File: config.mk
export PLATFORM = sky130hd
export DESIGN_NAME = tcdm_bank_rr_arbiter
export DESIGN_NICKNAME = d
export VERILOG_FILES = /design/src/rtl/tcdm_arb_pkg.sv /design/src/rtl/tcdm_rr_pick.sv /design/src/rtl/tcdm_bank_rr_arbiter.sv
export SDC_FILE = /design/constraint.sdc
export NUM_CORES = 1
export LEC_CHECK = 0
export BUFFER_PORTS_ARGS = -buffer_cell sky130_fd_sc_hd__buf_2
export CAP_MARGIN = 40
export CORE_AREA = 2 2 160 162
export DETAILED_ROUTE_END_ITERATION = 6
export DIE_AREA = 0 0 162 164
export GPL_TIMING_DRIVEN = 0
export RECOVER_POWER = 50
export REMOVE_ABC_BUFFERS = 1
export SYNTH_ARGS = -nofsm -noshare
export SYNTH_HDL_FRONTEND = slang
export SYNTH_SLANG_ARGS = --single-unit
File: constraint.sdc
create_clock -name clk_i -period 9.85 [get_ports clk_i]
set_input_delay 0.985 -clock clk_i [delete_from_list [all_inputs] [get_ports clk_i]]
set_output_delay 0.985 -clock clk_i [all_outputs]
set_load 0.005 [all_outputs]
File: src/rtl/tcdm_arb_pkg.sv
// Shared types and helpers for the TCDM bank round-robin arbiter.
package tcdm_arb_pkg;

  // Default bank geometry; masters using the standard bank size can use these payload types directly.
  localparam int unsigned TcdmAddrWidth = 10;
  localparam int unsigned TcdmDataWidth = 32;

  typedef struct packed {
    logic [TcdmAddrWidth-1:0]   addr;
    logic                       wen;
    logic [TcdmDataWidth-1:0]   wdata;
    logic [TcdmDataWidth/8-1:0] be;
  } tcdm_req_t;

  typedef struct packed {
    logic                     vld;
    logic [TcdmDataWidth-1:0] rdata;
  } tcdm_resp_t;

  // Pointer advance with an explicit wrap so non power-of-2 port counts never overrun.
  function automatic int unsigned rr_next(input int unsigned idx, input int unsigned n);
    return (idx == n - 1) ? 0 : idx + 1;
  endfunction

endpackage

File: src/rtl/tcdm_rr_pick.sv
// Combinational round-robin picker: rotate by the start pointer, take the first
// requester, then map the offset back to an absolute port index.
module tcdm_rr_pick #(
  parameter int unsigned NumIn = 4,
  parameter int unsigned IdxW  = 2
) (
  input  logic [NumIn-1:0] req_i,
  input  logic [IdxW-1:0]  start_i,
  output logic [NumIn-1:0] gnt_o,
  output logic [IdxW-1:0]  idx_o,
  output logic             vld_o
);

  localparam logic [IdxW:0] NumInW = (IdxW+1)'(NumIn);

  logic [2*NumIn-1:0] w_req_dbl;
  logic [NumIn-1:0]   w_req_rot;
  logic [IdxW-1:0]    w_off;
  logic [IdxW:0]      w_sum;

  // rotate so the port at the start pointer sits at bit 0
  assign w_req_dbl = {req_i, req_i};
  assign w_req_rot = NumIn'(w_req_dbl >> start_i);

  // lowest set bit of the rotated vector is the distance from the start pointer
  always_comb begin
    w_off = '0;
    for (int k = int'(NumIn) - 1; k >= 0; k--) begin
      if (w_req_rot[k]) w_off = IdxW'(k);
    end
  end

  // unrotate with an explicit subtract-wrap rather than a power-of-2 modulo
  always_comb begin
    w_sum = {1'b0, start_i} + {1'b0, w_off};
    idx_o = IdxW'((w_sum >= NumInW) ? (w_sum - NumInW) : w_sum);
  end

  assign vld_o = |req_i;
  assign gnt_o = vld_o ? (NumIn'(1) << idx_o) : '0;

endmodule

File: src/rtl/tcdm_bank_rr_arbiter.sv
// Round-robin arbiter sharing one single-ported TCDM bank among NumIn masters.
// Each grant produces exactly one response valid on the following cycle.
module tcdm_bank_rr_arbiter
  import tcdm_arb_pkg::*;
#(
  parameter int unsigned NumIn     = 4,
  parameter int unsigned DataWidth = 32,
  parameter int unsigned AddrWidth = 10,
  parameter int unsigned RespLat   = 1
) (
  input  logic                                  clk_i,
  input  logic                                  rst_ni,
  input  logic [NumIn-1:0]                      req_i,
  input  logic [NumIn-1:0][AddrWidth-1:0]       add_i,
  input  logic [NumIn-1:0]                      wen_i,
  input  logic [NumIn-1:0][DataWidth-1:0]       wdata_i,
  input  logic [NumIn-1:0][DataWidth/8-1:0]     be_i,
  output logic [NumIn-1:0]                      gnt_o,
  output logic [NumIn-1:0]                      vld_o,
  output logic [NumIn-1:0][DataWidth-1:0]       rdata_o,
  output logic                                  req_o,
  input  logic                                  gnt_i,
  output logic [AddrWidth-1:0]                  add_o,
  output logic                                  wen_o,
  output logic [DataWidth-1:0]                  wdata_o,
  output logic [DataWidth/8-1:0]                be_o,
  input  logic [DataWidth-1:0]                  rdata_i,
  output logic                                  conflict_o
);

  localparam int unsigned IdxW = (NumIn > 1) ? $clog2(NumIn) : 1;
  localparam int unsigned BeW  = DataWidth / 8;

  if (RespLat != 1) begin : g_bad_lat
    $fatal(1, "tcdm_bank_rr_arbiter: only RespLat=1 is supported");
  end
  if (NumIn < 1) begin : g_bad_num
    $fatal(1, "tcdm_bank_rr_arbiter: NumIn must be at least 1");
  end
  if ((DataWidth % 8) != 0) begin : g_bad_dw
    $fatal(1, "tcdm_bank_rr_arbiter: DataWidth must be a multiple of 8");
  end

  typedef struct packed {
    logic [AddrWidth-1:0] addr;
    logic                 wen;
    logic [DataWidth-1:0] wdata;
    logic [BeW-1:0]       be;
  } payload_t;

  logic [IdxW-1:0]  r_rr;
  logic [NumIn-1:0] r_vld;

  logic [NumIn-1:0] w_pick_oh;
  logic [IdxW-1:0]  w_idx;
  logic             w_any;
  logic             w_fire;
  logic             w_multi;
  payload_t         w_pl;

  tcdm_rr_pick #(
    .NumIn (NumIn),
    .IdxW  (IdxW)
  ) u_pick (
    .req_i   (req_i),
    .start_i (r_rr),
    .gnt_o   (w_pick_oh),
    .idx_o   (w_idx),
    .vld_o   (w_any)
  );

  // requests are ignored while reset is held so nothing reaches the bank
  assign req_o   = rst_ni & w_any;
  assign w_fire  = req_o & gnt_i;
  assign gnt_o   = w_fire ? w_pick_oh : '0;

  // clearing the lowest set bit leaves something only when two or more ports request
  assign w_multi    = |(req_i & (req_i - NumIn'(1)));
  assign conflict_o = w_multi & w_fire;

  // AND-OR payload mux steered by the one-hot winner
  always_comb begin
    w_pl = '0;
    for (int k = 0; k < int'(NumIn); k++) begin
      if (w_pick_oh[k]) begin
        w_pl.addr  = add_i[k];
        w_pl.wen   = wen_i[k];
        w_pl.wdata = wdata_i[k];
        w_pl.be    = be_i[k];
      end
    end
  end

  assign add_o   = w_pl.addr;
  assign wen_o   = w_pl.wen;
  assign wdata_o = w_pl.wdata;
  assign be_o    = w_pl.be;

  // bank read data is registered by the bank; every port sees it and qualifies with vld_o
  assign rdata_o = {NumIn{rdata_i}};

  // pointer moves past the winner only on an accepted grant
  always_ff @(posedge clk_i or negedge rst_ni) begin
    if (!rst_ni)     r_rr <= '0;
    else if (w_fire) r_rr <= IdxW'(rr_next(32'(w_idx), NumIn));
  end

  // response valid trails the grant by one cycle; reset drops anything in flight
  always_ff @(posedge clk_i or negedge rst_ni) begin
    if (!rst_ni) r_vld <= '0;
    else         r_vld <= gnt_o;
  end

  assign vld_o = r_vld;

endmodule
* Word level (Yosys, flattened, before mapping)
Cells that the tools add are included.
** Storage, ports and cells
- Memories kept :: 0
- RAM bits :: 0
- Output and inout bits :: 185
- Logic and storage cells :: 28
- ROM bits :: 0
- Input port bits :: 227
- Latch bits :: 0
- Bits in registers :: 6
** Cells by class
- $mul :: 0
- Bitwise logic cells :: 4
- Add/sub/neg operators :: 4
- Mux-type cells :: 12
- Magnitude comparators :: 1
- Shifts and indexed selects :: 2
- Equal/unequal tests :: 1
- Div/mod/pow operators :: 0
- Reductions and logical operators :: 2
** Operator list (count)
- $mux W47 :: 4
- $mux W2 :: 6
- $mux W4 :: 2
- $reduce_or A4 Y1 :: 2
- $shr A8 B2 Y4 :: 1
- $and A4 B4 Y4 :: 1
- $shl A1 B2 Y4 const A :: 1
- $sub A4 B1 Y4 const B :: 1
- $add A2 B2 Y3 :: 1
- $and A1 B1 Y1 :: 3
- $ge A3 B3 Y1 const B :: 1
- $add A2 B1 Y2 const B :: 1
- $eq A2 B2 Y1 const B :: 1
- $sub A2 B1 Y2 const B :: 1

* Depth between registers and ports, before layout
Gate-level depths: netlist of run 1.
- Depth in word-level cells :: 14
- Depth in mapped cells :: 15
- Depth with buffers taken out :: 12

* Hierarchy
From an unflattened synthesis of run 1, not the netlist that was laid out.
** Second synthesis, totals
- Cells, all modules :: 359
- Area, all modules :: 2693.8 µm²
** Modules (own cells, without submodules)
- tcdm_bank_rr_arbiter :: sequential area each 150.1 µm², cells an instance 322, times used 1, area an instance 2403.6 µm²
- tcdm_rr_pick :: sequential area each 0.0 µm², cells an instance 37, times used 1, area an instance 290.3 µm²

* Least setup slack after synthesis of run 1
No wires, ideal clock.
- Path kind :: input port to output port
- Start :: input port req_i[1]
- End :: output port add_o[0]
- Buffers on the path :: 3
- Stages :: 14
- Arrival time :: 3.714 ns
- Setup slack :: 5.151 ns
- Required time :: 8.865 ns
- Cells stage by stage :: clkbuf_1 > nor2b_1 > a221oi_1 > a31oi_1 > a211o_1 > ha_1 > xor2_1 > xnor2_1 > ha_1 > clkbuf_1 > clkbuf_1 > a22oi_1 > o21ai_0 > a22o_1
** Between the ends
- Longest elaborated chain between the ends :: 14
- Elaborated cells on any way between the ends :: 16
- Those cells by class :: 2 x add/sub; 1 x order compare; 2 x shift; 10 x mux; 1 x reduce/logical
** RTL lines
- start, declared :: line tcdm_bank_rr_arbiter.sv:13 : input logic [NumIn-1:0] req_i,
- $shr A8 B2 Y4 :: line tcdm_rr_pick.sv:23 : assign w_req_rot = NumIn'(w_req_dbl >> start_i);
- $mux W2 (4 in series) :: line tcdm_rr_pick.sv:29 : if (w_req_rot[k]) w_off = IdxW'(k);
- $add A2 B2 Y3 :: line tcdm_rr_pick.sv:35 : w_sum = {1'b0, start_i} + {1'b0, w_off};
- $ge A3 B3 Y1 or $sub A2 B1 Y2 (tied branches) :: line tcdm_rr_pick.sv:36 : idx_o = IdxW'((w_sum >= NumInW) ? (w_sum - NumInW) : w_sum);
- $mux W2 :: line tcdm_rr_pick.sv:36
- $shl A1 B2 Y4 :: line tcdm_rr_pick.sv:40 : assign gnt_o = vld_o ? (NumIn'(1) << idx_o) : '0;
- $mux W4 (*) :: line tcdm_rr_pick.sv:40
- $mux W47 (3 in series) :: line tcdm_bank_rr_arbiter.sv:85 : if (w_pick_oh[k]) begin
- $mux W47 (*) :: line tcdm_bank_rr_arbiter.sv:85
- end, declared :: line tcdm_bank_rr_arbiter.sv:23 : output logic [AddrWidth-1:0] add_o,
Mark *: on every way between the ends. The rest lies on a longest branch, timed or not.

* Worst setup path in the final report of run 1
- Start :: input port req_i[1]
- End :: output port wdata_o[15]
** Between the ends
- Longest elaborated chain between the ends :: 14
- Elaborated cells on any way between the ends :: 16
- Those cells by class :: 2 x add/sub; 1 x order compare; 2 x shift; 10 x mux; 1 x reduce/logical
** RTL lines
- $shr A8 B2 Y4 :: line tcdm_rr_pick.sv:23
- $mux W2 (4 in series) :: line tcdm_rr_pick.sv:29
- $add A2 B2 Y3 :: line tcdm_rr_pick.sv:35
- $ge A3 B3 Y1 or $sub A2 B1 Y2 (tied branches) :: line tcdm_rr_pick.sv:36
- $mux W2 :: line tcdm_rr_pick.sv:36
- $shl A1 B2 Y4 :: line tcdm_rr_pick.sv:40
- $mux W4 (*) :: line tcdm_rr_pick.sv:40
- $mux W47 (3 in series) :: line tcdm_bank_rr_arbiter.sv:85
- $mux W47 (*) :: line tcdm_bank_rr_arbiter.sv:85
- end, declared :: line tcdm_bank_rr_arbiter.sv:25 : output logic [DataWidth-1:0] wdata_o,
Marks and branches as above.

==> results.md, run 1 <==
* Ys async rst share at 100%
* Endpoints failing setup at 0
* Nets@finish at 734
* Post-CTS Setup Inserts at 0
* Max H-tree Level at 1
* Sequential area share after synthesis at roughly 5.4%
* Crit-path max cell delay at 0.61 ns
* Most frequently used flop master after synthesis: dfrtp_1
* Synth Area in Compound Gates at 37.9%
* Sink Count at 6
* EDFF count, synth at 0
* Placed instance area at 3490 sq um
* Synth top area share at roughly 34%
* Synth cell count leaders: buf_4, nand2_1, a22o_1, a22oi_1, o21ai_0
* Post-synthesis mux area share at 1.16%
* Run status: completed
* Die area at 26600 sq um
* GR Overflow Total at 0
* Num rows at 58
* Final hold vios at 0
* Max-slew violations at 0
* Starting DRC count in detailed routing at between 150 and 200
* CP endpoint kind: output port
* Most Frequent Cell on Critical Path: buf_2
* First-pass GRT wire length at between 20000 and 25000 um
* PwrDens at ~500 nW/um^2
* Cts hold-fix bufs at 0
* Initial core utilization at about 11%
* Via/cell ratio at between 4 and 5
* Slew @ Worst Pin at 0.660 ns
* # IOs at just over 400
* Initial antenna violation count at 1
* Max-slew headroom at 55.9%
* WL final at 16000 um
* Post-CTS sizing at 0
* Cell Area, Synth at 2800 sq um
* Maximum vdd drop at between 400 and 500 uV
* Sum Neg Setup Slack at 0 ns
* Data arrival time of the worst path at around 4.4 ns
* Pleak at about 1.7 nW
* Total CTS buffers at 3
* Core area at between 20000 and 25000 sq um
* Peak Freq at 0.186 GHz
* Post-route cell area at roughly 3600 sq um
* Share of cells above drive strength 1 at a little over half
* Routed via count at 3440
* Synth area leader: buf_4
* Overall Global Routing Usage at 11.0%
* Top post-synthesis cells by area: buf_4, a22o_1, a22oi_1
* P&R area growth vs syn at 27.1%
* Die X at between 150 and 200 um
* Multi-input logic area at 1550 sq um
* Worst min-delay path category: in2async
* Hold_ws at 0.645 ns
* Vias in the first global route at 3233
* Synth warn at 0
* FILL cells at approximately 2900
* Post-DP HPWL at around 13000 um
* Synthesized instance count at between 400 and 500
* CP Max Fanout at 25
* RSZ-0062 raised after global routing: no
* Setup Crit Path Kind: in2out
* Top-count cell post-synth: buf_4
* IO buf count at approximately 250
* Die H at between 150 and 200 um
* CTS Buffer Depth at 2
* CP Launch Type: primary input
* Storage cell area at ~150 sq um
* FF-to-FF Start: r_rr[0]$_DFFE_PN0P_
* Post-synthesis adder-cell area fraction at about 2.6%
* CP startpoint: req_i[1]
* Clock-pin transition on the worst setup and hold timing paths at 0.03 ns
* DRC viols at 0
* Min cycle time layout at approximately 5.4 ns
* Yosys cell types at 35
* Synth Area per Inst at between 6 and 7 sq um
* Slowest-stage cell, CP: nor2b_4
* XOR/XNOR Fraction of Synth Area at less than 1%
* Maximum number of pins on one net before global-route repair at between 60 and 70
* Req. time, crit path at between 8 and 9 ns
* CTS tree: built
* Final Cycle Share at a little over half
* Latest clock arrival within the worst-skew pair at ~0.23 ns
* Main combinational cell family by area after synthesis: buffers and inverters
* CP cell instances: buf_2 > nor2b_1 > a221oi_1 > a31oi_1 > a211o_1 > ha_1 > xor2_1 > xnor2_1 > ha_2 > nor2b_4 > buf_12 > a22oi_1 > o21ai_0 > a22o_1 > buf_2
* Final antenna-violating net count at 0
* DRT Pass-1 Iters at 4
* Wire per inst at 19.3 um
* Max-cap violation count at 0
* GP Congestion at around 0.76
* CTS root buf: clkbuf_16
* Post-synthesis register bit count at 6
* Fin Clk Skew at 0.000944 ns
* Share of synthesized cell area in and, or, nand and nor gates at roughly 12%
-- worst max-delay path: cells and delay by family --
kind                     cells  cell delay [ns]
adder cells (fa/ha/maj)      2             0.60
buffers and inverters        3             0.62
AO/OA/AOI/OAI                6             1.10
XOR/XNOR                     2             0.37
AND/OR/NAND/NOR              2             0.69
-- layout by cell type, fill, tap and decap left out, types with 2 or more instances in the layout --
cell type,count
buf_12,4
and2_1,4
o21ai_1,5
nor3_1,3
o21ai_0,43
dfrtp_1,6
nor2b_4,2
nand2_1,50
clkbuf_1,4
xor2_1,2
nor2_1,6
buf_2,247
inv_1,2
clkbuf_16,3
ha_1,3
nor2b_1,2
a22o_1,47
a22oi_1,47
-- stage by stage --
stage	total power, mW	util [%]	cells	setup WS, ns
final	1.78	14.3	831	4.47
after global routing	1.98	14.3	830	4.08
after CTS	1.81	14.4	830	4.32
after detailed placement	1.74	14.1	827	4.34
after global placement	1.63	13.5	822	0.638
after floorplan	0.954	-	241	3.89
-- where the power goes --
group	total, mW	switching (mW)	internal (mW)
logic	1.67	0.917	0.754
registers	0.0452	0.0119	0.0332
clock network	0.0661	0.0140	0.0521
total	1.78	0.943	0.839
-- routing by layer --
layer	GRT usage (%)	part of all wire, %	vias up
met1	12.2	39	1558
li1	-	-	1513
met4	2.65	1.9	4
met5	3.98	0.58	-
met3	8.36	18	19
met2	16.3	41	346
-- flip-flops by register name (all words and copies together), names as in the netlist --
name	cells
r_rr	2
vld_o	4
-- kinds of logic after synthesis --
logic type,count (synthesis)
buf+inv,166
compound gates,149
simple gates,72
mux,3
fa+ha+maj,6
flops,6
xor+xnor,3
-- worst paths after layout --
kind                                             to  slack, ns  cells after the start
min in group clk_i              r_rr[1]$_DFFE_PN0P_       0.72                      1
max in group asynchronous        vld_o[2]$_DFF_PN0_       8.94                      1
worst min-delay path             vld_o[3]$_DFF_PN0_       0.64                      1
worst max-delay path                    wdata_o[15]       4.47                     15
worst max register to register   vld_o[2]$_DFF_PN0_       6.81                     10
worst min register to register  r_rr[1]$_DFFE_PN0P_       0.72                      1
-- area by class of cell --
class | count | share of cell area, %
diodes | 1 | 0.0703
clock buffers | 3 | 2.11
inverters | 2 | 0.211
multi-input cells | 233 | 43.6
flip-flops and latches | 6 | 4.22
well taps | 330 | 11.6
repair buffers | 256 | 38.2
No activity file was read; power rests on OpenSTA's default activity.
==> run 2: changes to the inputs <==
--- a/config.mk
+++ b/config.mk
@@ -5,11 +5,12 @@
 export SDC_FILE = /design/constraint.sdc
 export NUM_CORES = 1
 export LEC_CHECK = 0
+export ABC_AREA = 1
 export BUFFER_PORTS_ARGS = -buffer_cell sky130_fd_sc_hd__buf_2
 export CAP_MARGIN = 40
-export CORE_AREA = 2 2 160 162
+export CORE_AREA = 2 2 162 164
 export DETAILED_ROUTE_END_ITERATION = 6
-export DIE_AREA = 0 0 162 164
+export DIE_AREA = 0 0 164 166
 export GPL_TIMING_DRIVEN = 0
 export RECOVER_POWER = 50
 export REMOVE_ABC_BUFFERS = 1
==> constraint.sdc (replaced) <==
create_clock -name clk_i -period 4.36 [get_ports clk_i]
set_input_delay 0.436 -clock clk_i [delete_from_list [all_inputs] [get_ports clk_i]]
set_output_delay 0.436 -clock clk_i [all_outputs]
set_load 0.005 [all_outputs]
==> run 2 against run 1 <==
Cell count is 20% higher; core utilization is 1.6 points higher; routed wire length is 6.0% higher; non-clock buffer count is 2 higher; clock power is 130% higher; worst hold slack worse by 0.55 ns; die area is 2.5% higher; total power grew to 2.8 times the previous value; highest routed layer unchanged; first-iteration DRC count is 37% higher; cell area is 14% higher.
==> results.md, run 2 <==
* DRT Pass-1 Iters at 4 (unchanged)
* CP Launch Type: flop
* Slowest-stage cell, CP: dfrtp_1
* Placed instance area at 3980 sq um (+14%)
* Final setup slack of the worst path at 0.402 ns (-4.07 ns)
* Req. time, crit path at 3.92 ns (-4.95 ns)
* Routed via count at 4230 (+23%)
* Post-CTS Setup Inserts at 0 (unchanged)
* Synth cell count leaders: nand3_1, buf_4, nand2_1
* CTS root buf: clkbuf_16
* FILL cells at 3003 (+4.1%)
* Max-slew headroom at 56.7% (+0.74 points)
* Via/cell ratio at 4.26 (+2.8%)
* Num rows at 59 (+1.7%)
* Post-DP HPWL at 14300 um (+10%)
* Share of cells above drive strength 1 at 47.6% (-4.8 points)
* Slew @ Worst Pin at 0.650 ns (-0.00968 ns)
* CP endpoint kind: output port
* Synth top area share at 29.9% (-4.4 points)
* Post-synthesis adder-cell area fraction at 1.90% (-0.69 points)
* Hold_ws at 0.0966 ns (-0.548 ns)
* Max reg flops at 4 (unchanged)
* Pwr Total at 5.04 mW (+180%)
* CTS tree: built
* Die area at 27200 sq um (+2.5%)
* IO buf count at 251 (unchanged)
* Dpl ws at 0.372 ns (-3.97 ns)
* Max-cap violation count at 0 (unchanged)
* Wl on met1 at 7310 um (+18%)
* WL met2 at 6730 um (+3.5%)
* CTS Buffer Depth at 2 (unchanged)
* Multi-input logic area at 1970 sq um (+27%)
* Ys async rst share at 100% (unchanged)
* Post-synthesis register bit count at 6 (unchanged)
* Final Cycle Share at 90.8%
* Share of synthesized cell area in and, or, nand and nor gates at 55.8% (+44 points)
* Worst min-delay path category: in2async
* Setup Crit Path Kind: reg2out
* PwrDens at 1240 nW/um^2 (+150%)
* Min cycle time layout at approximately 4.0 ns
* Core area at 25600 sq um (+3.2%)
* Initial antenna violation count at 0 (-1)
* Final hold vios at 0 (unchanged)
* Post-route cell area at 4070 sq um (+14%)
* Metal3 WL at 2810 um (-4.0%)
* Synthesized instance count at 571 (+41%)
* # IOs at 412 (unchanged)
* Worst path bufs/invs at 6 (+3)
* Sequential area share after synthesis at 4.56% (-0.80 points)
* Fin Clk Skew at 0.00328 ns (+0.00234 ns)
* Total CTS buffers at 3 (unchanged)
* Nets@finish at 893 (+22%)
* Crit-path max cell delay at 0.46 ns (-0.15 ns)
* Post-synthesis mux area share at 0% (-1.2 points)
* Clock-pin transition on the worst setup and hold timing paths at 0.04 ns (about the same)
* Max layer used: met5
* Final antenna-violating net count at 0 (unchanged)
* Top post-synthesis cells by area: buf_4, nand3_1, nand2_1
* Pleak at 2.18 nW (+26%)
* Starting DRC count in detailed routing at 243 (+37%)
* Top-count cell post-synth: nand3_1
* Vias in the first global route at 3839 (+19%)
* Die H at 166 um (+1.2%)
* Die X at 164 um (+1.2%)
* Main combinational cell family by area after synthesis: simple AND/OR/NAND/NOR gates
* Cell Area, Synth at 3290 sq um (+17%)
* XOR/XNOR Fraction of Synth Area at 0.266% (-0.67 points)
* CP delay by family, top: buffers and inverters
* CP Max Fanout at 26 (+4.0%)
* Most frequently used flop master after synthesis: dfrtp_1
* Sink Count at 6 (unchanged)
* Commonest non-fill, non-tap cell in the layout: buf_2
* CP cell instances: inv_1 > nand2_1 > nand3_1 > nand2_1 > nand3_1 > a21boi_0 > ha_1 > xor2_1 > inv_1 > nand3_1 > nand2_1 > inv_1 > ha_4 > inv_2 > buf_12 > nand4_1 > nand3_1 > nand3_1 > nand2_1 > buf_2
* GP Congestion at 0.815 (+7.0%)
* Wire per inst at 17.1 um (-11%)
* Most Frequent Cell on Critical Path: nand3_1
* Run status: completed
* Max-slew violations at 0 (unchanged)
* Max H-tree Level at 1 (unchanged)
* GR Overflow Total at 0 (unchanged)
* Data arrival time of the worst path at 3.52 ns (-0.87 ns)
* Sum Neg Setup Slack at 0 ns (unchanged)
* Latest clock arrival within the worst-skew pair at 0.23 ns (about the same)
* Synth Area in Compound Gates at 0.989% (-37 points)
* WL final at 17000 um (+6.0%)
* Commonest non-fill, non-tap cells in the layout: buf_2, nand3_1, nand2_1
* Maximum number of pins on one net before global-route repair at 52 (-24%)
* First-pass GRT wire length at 23800 um (+11%)
* Synth Area per Inst at 5.76 sq um (-17%)
* Maximum vdd drop at 731 uV (+71%)
* Antenna Cells at 0 (-1)
* EDFF count, synth at 0 (unchanged)
* Synth area leader: buf_4
* Initial core utilization at 12.8% (+1.6 points)
* Peak Freq at roughly 0.25 GHz
* DRC viols at 0 (unchanged)
* Storage cell area at 150 sq um (unchanged)
* Yosys cell types at 20 (-43%)
* RSZ-0062 raised after global routing: no
* Overall Global Routing Usage at 11.5% (+0.42 points)
* Synth warn at 0 (unchanged)
* P&R area growth vs syn at 23.7%
* Endpoints failing setup at 0 (unchanged)
[run 2: changes by cell type after synthesis, moves of 4 or more]
cell	previous run	this run
a22o_1	47	0
a22oi_1	47	0
and2_1	4	0
buf_2	12	18
inv_1	2	8
nand2_1	50	118
nand3_1	0	152
nand4_1	0	47
o21ai_0	43	0
o21ai_1	5	0
or2_2	0	45
[run 2: kinds of logic after synthesis]
logic type | after synthesis
AND/OR/NAND/NOR | 373
buffers and inverters | 181
flip-flops | 6
AO/OA/AOI/OAI | 5
adder cells (fa/ha/maj) | 5
XOR/XNOR | 1
[run 2: layout make-up]
class / instances / share of cell area, %
Timing Repair Buffer: 258 / 35.0
Tap cell: 335 / 10.3
Inverter: 8 / 0.738
Sequential cell: 6 / 3.69
Clock buffer: 3 / 1.84
Multi-Input combinational cell: 384 / 48.4
[run 2: path summary, 6_finish.rpt]
| check | cells after the start | slack [ns] | startpoint | endpoint |
|---|---|---|---|---|
| min in group clk_i | 2 | 0.66 | r_rr[0]$_DFFE_PN0P_ | r_rr[0]$_DFFE_PN0P_ |
| hold reg to reg | 2 | 0.66 | r_rr[0]$_DFFE_PN0P_ | r_rr[0]$_DFFE_PN0P_ |
| max in group asynchronous | 1 | 3.99 | rst_ni | vld_o[1]$_DFF_PN0_ |
| setup reg to reg | 16 | 1.25 | r_rr[0]$_DFFE_PN0P_ | vld_o[1]$_DFF_PN0_ |
| hold / removal | 1 | 0.1 | rst_ni | r_rr[1]$_DFFE_PN0P_ |
| setup / recovery | 20 | 0.40 | r_rr[0]$_DFFE_PN0P_ | wdata_o[7] |
[run 2: what timing repair did]
item | CTS | global route
hold buffers | 0 | 0
setup endpoints to repair | 0 | 46
gates resized for setup | 0 | 2
[run 2: metal layers]
metal	global-route usage (%)	vias to the layer above
li1	-	1969
met1	14.2	1908
met2	16.4	341
met3	8.12	10
met4	0.953	2
met5	4.18	-
[run 2: report_power, final]
| part | total, mW | internal [mW] | switching [mW] |
|---|---|---|---|
| registers | 0.0949 | 0.0752 | 0.0198 |
| logic | 4.80 | 2.04 | 2.76 |
| clock network | 0.149 | 0.118 | 0.0313 |
[run 2: metrics by stage]
stage                     utilization, %  cells
after floorplan                        -    398
after global placement              14.8    984
after detailed placement            15.5    991
after CTS                           15.8    994
after global routing                15.9    994
final                               15.9    994
==> run 3: changes to the inputs <==
--- a/config.mk
+++ b/config.mk
@@ -8,9 +8,9 @@
 export ABC_AREA = 1
 export BUFFER_PORTS_ARGS = -buffer_cell sky130_fd_sc_hd__buf_2
 export CAP_MARGIN = 40
-export CORE_AREA = 2 2 162 164
+export CORE_AREA = 3 3 158 160
 export DETAILED_ROUTE_END_ITERATION = 6
-export DIE_AREA = 0 0 164 166
+export DIE_AREA = 0 0 161 163
 export GPL_TIMING_DRIVEN = 0
 export RECOVER_POWER = 50
 export REMOVE_ABC_BUFFERS = 1
==> run 3 against run 2 <==
Critical path depth rose by 1; total power decreased by 0.49%; non-clock buffer count shrank 1; sequential share of layout area about the same; clock skew is 0.0023 ns lower; worst hold slack lost 0.0043 ns; setup slack worse by 0.052 ns; sequential power grew 2%; combinational power hardly changed; die area decreased by 3.6%; cell area shrank 1.3%; fmax decreased by 1.3%; critical path type unchanged; highest routed layer unchanged.
==> results.md, run 3 (synthesized netlist as in run 2, its figures left out) <==
* Routed via count at 4190 (-0.95%)
* Min cycle time layout at 4.01 ns (+0.0517 ns)
* CP Launch Type: flop
* Maximum number of pins on one net before global-route repair at 54 (+3.8%)
* Max reg flops at 4 (unchanged)
* Setup Crit Path Kind: reg2out
* PwrDens at 1250 nW/um^2 (+0.82%)
* Initial antenna violation count at 0 (unchanged)
* DRC viols at 0 (unchanged)
* Commonest non-fill, non-tap cell in the layout: buf_2
* First-pass GRT wire length at 24000 um (+1.2%)
* Die H at 163 um (-1.8%)
* Final hold vios at 0 (unchanged)
* Overall Global Routing Usage at 11.7% (+0.27 points)
* Max-slew headroom at 58.2% (+1.5 points)
* M2 GR Usage at 16.6% (+0.26 points)
* Max H-tree Level at 1 (unchanged)
* R2r endpoint: vld_o[1]$_DFF_PN0_
* Multi-input logic area at 1970 sq um (-0.25%)
* Post-DP HPWL at 13900 um (-2.6%)
* Via/cell ratio at 4.29 (+0.78%)
* Run status: completed
* Data arrival time of the worst path at 3.57 ns (+0.05 ns)
* Share of cells above drive strength 1 at 47.6% (-0.080 points)
* Crit-path max cell delay at 0.47 ns (about the same)
* WL final at 17200 um (+1.2%)
* IO buf count at 251 (unchanged)
* Global routing's busiest layer: met2
* GP Congestion at 0.799 (-2.0%)
* Worst min-delay path category: in2async
* Total CTS buffers at 3 (unchanged)
* FF-to-FF Start: r_rr[0]$_DFFE_PN0P_
* Final Cycle Share at 92.0% (+1.2 points)
* CTS root buf: clkbuf_16
* Worst-case reg-to-reg path depth at 17 (+1)
* CTS tree: built
* P&R area growth vs syn at 22.1%
* Core area at 23500 sq um (-8.1%)
* Met3 usage at 7.40% (-0.72 points)
* # IOs at 412 (unchanged)
* Slowest-stage cell, CP: dfrtp_1
* Die area at 26200 sq um (-3.6%)
* Req. time, crit path at 3.92 ns (about the same)
* Wire per inst at 17.6 um (+2.9%)
* Antenna Cells at 0 (unchanged)
* Pleak at 2.16 nW (-0.78%)
* Post-CTS Setup Inserts at 0 (unchanged)
* Sink Count at 6 (unchanged)
* Fin util at 17.1% (+1.2 points)
* M1 GR Usage at 15.4% (+1.2 points)
* Num rows at 56 (-5.1%)
* CP endpoint kind: output port
* Commonest non-fill, non-tap cells in the layout: buf_2, nand3_1, nand2_1
* FILL cells at 2791 (-7.1%)
* Initial core utilization at 14.0% (+1.1 points)
* Latest clock arrival within the worst-skew pair at 0.23 ns (about the same)
* Most Frequent Cell on Critical Path: nand3_1
* CP Max Fanout at 34 (+31%)
* CP startpoint: r_rr[0]$_DFFE_PN0P_
* Nets@finish at 892 (-0.11%)
* R2R setup slack at 1.27 ns (+0.02 ns)
* Vias in the first global route at 3833 (-0.16%)
* Peak Freq at 0.249 GHz (-1.3%)
* Hold_ws at 0.0923 ns (-0.00429 ns)
* Starting DRC count in detailed routing at 334 (+37%)
* Clock-pin transition on the worst setup and hold timing paths at 0.03 ns (about the same)
* CTS Buffer Depth at 2 (unchanged)
* Maximum vdd drop at 563 uV (-23%)
* Slew @ Worst Pin at 0.627 ns (-0.0231 ns)
* CP cell instances: inv_1 > nand2_1 > nand3_1 > nand2_1 > nand3_1 > a21boi_0 > ha_1 > xor2_1 > inv_1 > nand3_1 > nand2_1 > inv_1 > ha_4 > buf_12 > inv_4 > buf_16 > nand4_1 > nand3_1 > nand3_1 > nand2_1 > buf_2
* Sum Neg Setup Slack at 0 ns (unchanged)
* Fin Clk Skew at 0.00102 ns (-0.00226 ns)
* Die X at 161 um (-1.8%)
* GR Overflow Total at 0 (unchanged)
* Placed cell count at 974 (-1.7%)
* RSZ-0062 raised after global routing: no
* DRT Pass-1 Iters at 4 (unchanged)
* Storage cell area at 150 sq um (unchanged)
* Fin cells at 977 (-1.7%)
* Final antenna-violating net count at 0 (unchanged)
* Max-slew violations at 0 (unchanged)
* Max-cap violation count at 0 (unchanged)
* Endpoints failing setup at 0 (unchanged)
## run 3: changes by cell type in the layout (fill, tap and decap cells not counted), sizes merged
cell and delta:
buf -1
## run 3: critical path, delay by kind of cell (launching register included)
kind                     cells  cell delay [ns]
buffers and inverters        7             1.05
AND/OR/NAND/NOR             10             0.87
adder cells (fa/ha/maj)      2             0.52
flip-flops                   1             0.47
AO/OA/AOI/OAI                1             0.19
XOR/XNOR                     1             0.19
## run 3: metal layers
metal,wire (um),vias to the layer above
met5,40,-
met4,73,2
met3,2660,6
met2,6900,340
met1,7520,1873
li1,-,1969
## run 3: where the power goes
group          internal (mW)  switching (mW)
Sequential            0.0753          0.0213
Combinational           1.97            2.80
Clock                  0.117          0.0284
## run 3: final cells by class
class	count	share of cell area, %
multi-input cells	384	48.9
repair buffers	257	34.6
clock buffers	3	1.87
flip-flops and latches	6	3.74
inverters	8	0.934
well taps	319	9.93
## run 3: worst max path at each step
stage                        to  slack (ns)
global route         wdata_o[5]        0.05
CTS                  wdata_o[5]        0.07
floorplan              add_o[0]        0.15
finish               wdata_o[5]        0.35
global placement    wdata_o[25]       -2.30
detailed placement  wdata_o[25]        0.23
## run 3: repair_timing
item	in CTS	in global routing
endpoints found under the setup margin	2	47
hold buffers	0	0
pin swaps	0	0
resized for setup	1	4
gates cloned	0	0
## run 3: stage by stage
stage / cell area [sq um] / setup WS (ns) / power [mW]
final: 4020 / 0.351 / 5.02
after global routing: 4020 / 0.0497 / 5.60
after CTS: 4010 / 0.0662 / 5.02
after detailed placement: 3930 / 0.234 / 4.85
after global placement: 3770 / -2.30 / 4.62
after floorplan: 2120 / 0.155 / 2.75
